$ cat src/rtl/clock_gen.sv
// Phase ring, half-rate/half-ring strobes and NCH phase-accumulator clock channels.
// Optional CLOCK_GEN_GATED_EN: accumulators advance only on edges where ph[0] is set.
module clock_gen #(
    parameter int PHASES = 4,
    parameter int NCH    = 2,
    parameter int ACC_W  = 16
) (
    input  logic                   clk,
    input  logic                   rst_n,
    output logic [PHASES-1:0]      ph,
    output logic [1:0]             f,
    output logic [1:0]             half,
    input  logic [NCH*ACC_W-1:0]   ch_inc,
    input  logic [NCH-1:0]         ch_load,
    input  logic [NCH-1:0]         ch_en,
    input  logic                   ch_sync,
    output logic [NCH-1:0]         ch_clk,
    output logic [NCH-1:0]         ch_stb
);

    logic [PHASES-1:0] ph_next;
    logic              half_next;
    logic              tick;

    assign ph_next   = {ph[PHASES-2:0], ph[PHASES-1]};
    // half follows the ring position that ph is about to take
    assign half_next = |ph_next[PHASES/2-1:0];

    always_ff @(posedge clk or negedge rst_n) begin
        if (!rst_n) begin
            ph   <= PHASES'(1);
            f    <= 2'b01;
            half <= 2'b01;
        end else begin
            ph   <= ph_next;
            f    <= ~f;
            half <= {~half_next, half_next};
        end
    end

`ifdef CLOCK_GEN_GATED_EN
    assign tick = ph[0];
`else
    assign tick = 1'b1;
`endif

    for (genvar i = 0; i < NCH; i++) begin : g_ch
        logic [ACC_W-1:0] acc;
        logic [ACC_W-1:0] inc;
        logic [ACC_W-1:0] sum;
        logic             stb;

        assign sum = acc + inc;

        always_ff @(posedge clk or negedge rst_n) begin
            if (!rst_n) begin
                acc <= '0;
                inc <= '0;
                stb <= 1'b0;
            end else begin
                if (ch_load[i])
                    inc <= ch_inc[i*ACC_W +: ACC_W];
                if (ch_sync) begin
                    acc <= '0;
                    stb <= 1'b0;
                end else if (ch_en[i] && tick) begin
                    acc <= sum;
                    stb <= ~acc[ACC_W-1] & sum[ACC_W-1];
                end else begin
                    stb <= 1'b0;
                end
            end
        end

        assign ch_clk[i] = acc[ACC_W-1];
        assign ch_stb[i] = stb;
    end

endmodule

$ cat config.mk
export PLATFORM = sky130hd
export DESIGN_NAME = clock_gen
export DESIGN_NICKNAME = d
export VERILOG_FILES = /design/src/rtl/clock_gen.sv
export SDC_FILE = /design/constraint.sdc
export NUM_CORES = 1
export LEC_CHECK = 0
export ABC_AREA = 0
export CELL_PAD_IN_SITES_DETAIL_PLACEMENT = 2
export CELL_PAD_IN_SITES_GLOBAL_PLACEMENT = 2
export CORE_MARGIN = 3
export CORE_UTILIZATION = 37
export CTS_CLUSTER_SIZE = 20
export DETAILED_ROUTE_END_ITERATION = 6
export GPL_ROUTABILITY_DRIVEN = 0
export PLACE_DENSITY_LB_ADDON = 0.2
export RECOVER_POWER = 100
export SLEW_MARGIN = 20
export SYNTH_ARGS = -nofsm -noshare
export SYNTH_HDL_FRONTEND = slang
export SYNTH_SLANG_ARGS = --single-unit
$ cat constraint.sdc
create_clock -name clk -period 2.6 [get_ports clk]
set_clock_uncertainty 0.05 [all_clocks]
set_input_delay 0.26 -clock clk [delete_from_list [all_inputs] [get_ports clk]]
set_output_delay 0.26 -clock clk [all_outputs]
set_load 0.02 [all_outputs]
==> results.sh <==
export IMPL_yosysWarnings=0
export IMPL_clockRootBuffer="clkbuf_16"
export IMPL_routed_via_density=5.67
export IMPL_synth_async_reset_ratio_pct=100
export IMPL_worstPathCellList="ha_1, o21ai_0, o21ai_2, nand2_1, o31ai_2, mux2_4, mux2_4"
export IMPL_grt_pass1_vias=3963
export IMPL_setup_viol=0
export IMPL_power_leakage_uw=0.00242
export IMPL_rsz0062_at_grt="false"
export IMPL_ios=51
export IMPL_met1Wirelength_um=5680
export IMPL_yosysMostFrequentCell="dfrtp_1"
export IMPL_nFillCells=1149
export IMPL_cts_max_level=3
export IMPL_nets=537
export IMPL_worst_slack_ns=0.105
export IMPL_layout_drive_gt1_share_pct=15.7
export IMPL_r2r_end="g_ch[0].acc[15]$_DFFE_PN0P_"
export IMPL_synthTopCellsByArea="dfrtp_1, ha_1, mux2_2"
export IMPL_critical_path_max_fanout=5
export IMPL_mappedNetlistArea_um2=4360
export IMPL_antenna_found_initial=0
export IMPL_cts_sinks=74
export IMPL_rows=38
export IMPL_drv_cap=1
export IMPL_reg2reg_from="g_ch[0].acc[2]$_DFFE_PN0P_"
export IMPL_grt_max_degree=75
export IMPL_setup_tns_ns=0
export IMPL_core_um2=11200
export IMPL_crit_slowest_cell="ha_1"
export IMPL_worstHoldStart="ph[1]$_DFF_PN0_"
export IMPL_hold_viol=0
export IMPL_drt_iter0_drc=85
export IMPL_netlist_instances=412
export IMPL_cp_start_kind="flip-flop"
export IMPL_die_x_um=114
export IMPL_dieArea_um2=13100
export IMPL_rr_worst_depth=7
export IMPL_finalWirelength_um=12600
export IMPL_cts_hold_buf=0
export IMPL_met3_length_um=500
export IMPL_insertion_delay_ns=0.35
export IMPL_ys_flop_type="dfrtp_1"
export IMPL_critPathKind="reg2reg"
export IMPL_drtAntennaViolNets=0
export IMPL_synth_top_area_cell="dfrtp_1"
export IMPL_gr_total_overflow=0
export IMPL_routedWlPerCell_um=20.7
export IMPL_start_util_pct=39.0
export IMPL_grt_pass1_wl_um=21100
export IMPL_crit_path_end_kind="flip-flop"
export IMPL_dr_pass1_iters=6
export IMPL_finalCritPeriodShare_pct=96.0
export IMPL_totalPowerFinal_uw=4220
export IMPL_worstMarginPinSlew_ns=1.91
export IMPL_ys_ff_latch=74
export IMPL_syn_area_per_cell_um2=10.6
export IMPL_final_max_slew_violation_count=75
export IMPL_dr_wl_met2_um=6310
export IMPL_slowest_delay_ns=0.41
export IMPL_vias=3466
export IMPL_period_minus_slack_ns=2.49
export IMPL_port_buffer_count=50
export IMPL_status="finished, violations left"
export IMPL_rrSetupSlack_ns=0.11
export IMPL_cts_tree="yes"
export IMPL_postSynthNetCount=483
export IMPL_die_h_um=114
export IMPL_cts_buffers=9
export IMPL_clk_pin_slew_ns=0.06
export IMPL_dp_slack_ns=0.142
export IMPL_drc_errors=0
export IMPL_synth_top_area_share_pct=40.8
export IMPL_ys_types=58
export IMPL_relSlewSlack_pct=-27.2
export IMPL_cp_common_cell="mux2_4"
export IMPL_cp_arrival_ns=2.68
export IMPL_violations="max-capacitance violations, max-slew violations"
export IMPL_powerDensity_nw_per_um2=783
export IMPL_hpwl_um=8770
export IMPL_area_growth_pct=23.8
export IMPL_hold_class="reg2reg"
export IMPL_dr_max_layer_used="met4"
export IMPL_n_antenna_cell=0
export IMPL_synth_edf_count=0
export IMPL_gr_usage_all_layers_pct=20.9
export IMPL_yosys_top_cells_count="dfrtp_1, mux2_2, nor2_1"
export IMPL_yosysSeqAreaShare_pct=42.6
export IMPL_hold_depth=0
export IMPL_max_clock_freq_ghz=0.401
export IMPL_hold_path_endpoint="ph[2]$_DFF_PN0_"
export IMPL_required_ns=2.78
export IMPL_cts_path_max_buffers=2
export IMPL_postLayoutCoreUtil_pct=48.3
export IMPL_vdd_ir_drop_worst_mv=0.569
## how the worst max path moves through the flow
stage,slack (ns),cells past startpoint,to,start
after floorplan,0.31,8,g_ch[1].acc[10]$_DFFE_PN0P_,g_ch[1].acc[0]$_DFFE_PN0P_
after global placement,0.22,7,g_ch[0].acc[13]$_DFFE_PN0P_,g_ch[0].acc[1]$_DFFE_PN0P_
after detailed placement,0.14,7,g_ch[0].acc[13]$_DFFE_PN0P_,g_ch[0].acc[1]$_DFFE_PN0P_
after CTS,0.05,8,g_ch[1].acc[10]$_DFFE_PN0P_,g_ch[1].acc[0]$_DFFE_PN0P_
after global routing,0.004,8,g_ch[1].acc[10]$_DFFE_PN0P_,g_ch[1].acc[0]$_DFFE_PN0P_
final,0.11,7,g_ch[0].acc[15]$_DFFE_PN0P_,g_ch[0].acc[2]$_DFFE_PN0P_
## cells by family (layout without fill, tap and decap cells)
| logic type | Yosys count | in the layout | synth area share (%) |
|---|---|---|---|
| adders and majority gates | 32 | 32 | 9.54 |
| AOI/OAI and AO/OA | 113 | 113 | 19.0 |
| buffers and inverters | 37 | 96 | 3.56 |
| muxes | 47 | 47 | 12.0 |
| DFF | 74 | 74 | 42.6 |
| xor gates and xnor gates | 14 | 14 | 2.82 |
| and+or+nand+nor | 95 | 95 | 10.5 |
## worst max-delay path: cells and delay by family (launching register included)
kind            cells  cell delay [ns]
compound gates      3             0.73
mux                 2             0.63
fa+ha+maj           1             0.41
flops               1             0.39
simple gates        1             0.17
## cell type report
type	count	area [um2]	share of cell area [%]
timing repair buffer	62	587	10.9
multi-input combinational	301	2360	43.7
sequential	74	1860	34.4
clock buffer	9	225	4.18
inverter	18	67.6	1.25
tap	140	175	3.25
clock inverter	7	124	2.30
## per-stage QoR
stage | instances | hold slack [ns] | instance area (um2)
2_1_floorplan | 412 | -0.0856 | 4360
3_3_place_gp | 594 | 0.318 | 5040
3_5_place_dp | 594 | 0.314 | 5040
4_1_cts | 610 | 0.0539 | 5390
5_1_grt | 611 | 0.346 | 5390
6_report | 611 | 0.329 | 5390
## power by group
group	leakage [uW]	internal (uW)	switching, uW	total [uW]
registers	0.000914	1300	103	1400
clock network	0.000167	946	535	1480
logic	0.00134	586	758	1340
## sequential cells by signal (all words and copies together), names as in the netlist
register,count
f,2
g_ch.stb,2
g_ch.inc,32
half,2
ph,4
g_ch.acc,32
## placed cells by master (no fill, tap or decap), types with 4 or more instances in the layout
| master | n |
|---|---|
| o211ai_1 | 4 |
| nand2_1 | 20 |
| nand3_1 | 7 |
| a211oi_1 | 10 |
| clkbuf_16 | 9 |
| buf_4 | 8 |
| nor3_1 | 4 |
| clkdlybuf4s50_1 | 33 |
| inv_1 | 18 |
| dfrtp_1 | 71 |
| o21ai_0 | 23 |
| mux2_2 | 31 |
| nand4_1 | 6 |
| and3_1 | 9 |
| dlygate4sd3_1 | 16 |
| a221o_1 | 4 |
| ha_1 | 30 |
| mux2i_1 | 11 |
| o21a_1 | 4 |
| a21oi_1 | 20 |
| nor2_1 | 32 |
| xnor2_1 | 10 |
| nor4_1 | 4 |
| xor2_1 | 4 |
| a21o_1 | 8 |
| nor2b_1 | 4 |
| o21bai_1 | 4 |
## routing by layer
layer | up-vias | track usage (%)
li1 | 1625 | -
met1 | 1769 | 26.4
met2 | 61 | 35.6
met3 | 11 | 5.13
met4 | 0 | 5.70
met5 | - | 0
## repair_timing
action,CTS,global route
resized for setup,0,4
setup endpoints to repair,0,9
buffers inserted,0,1
endpoints found under the hold margin,0,0
Power figures use the tool's default switching activity.
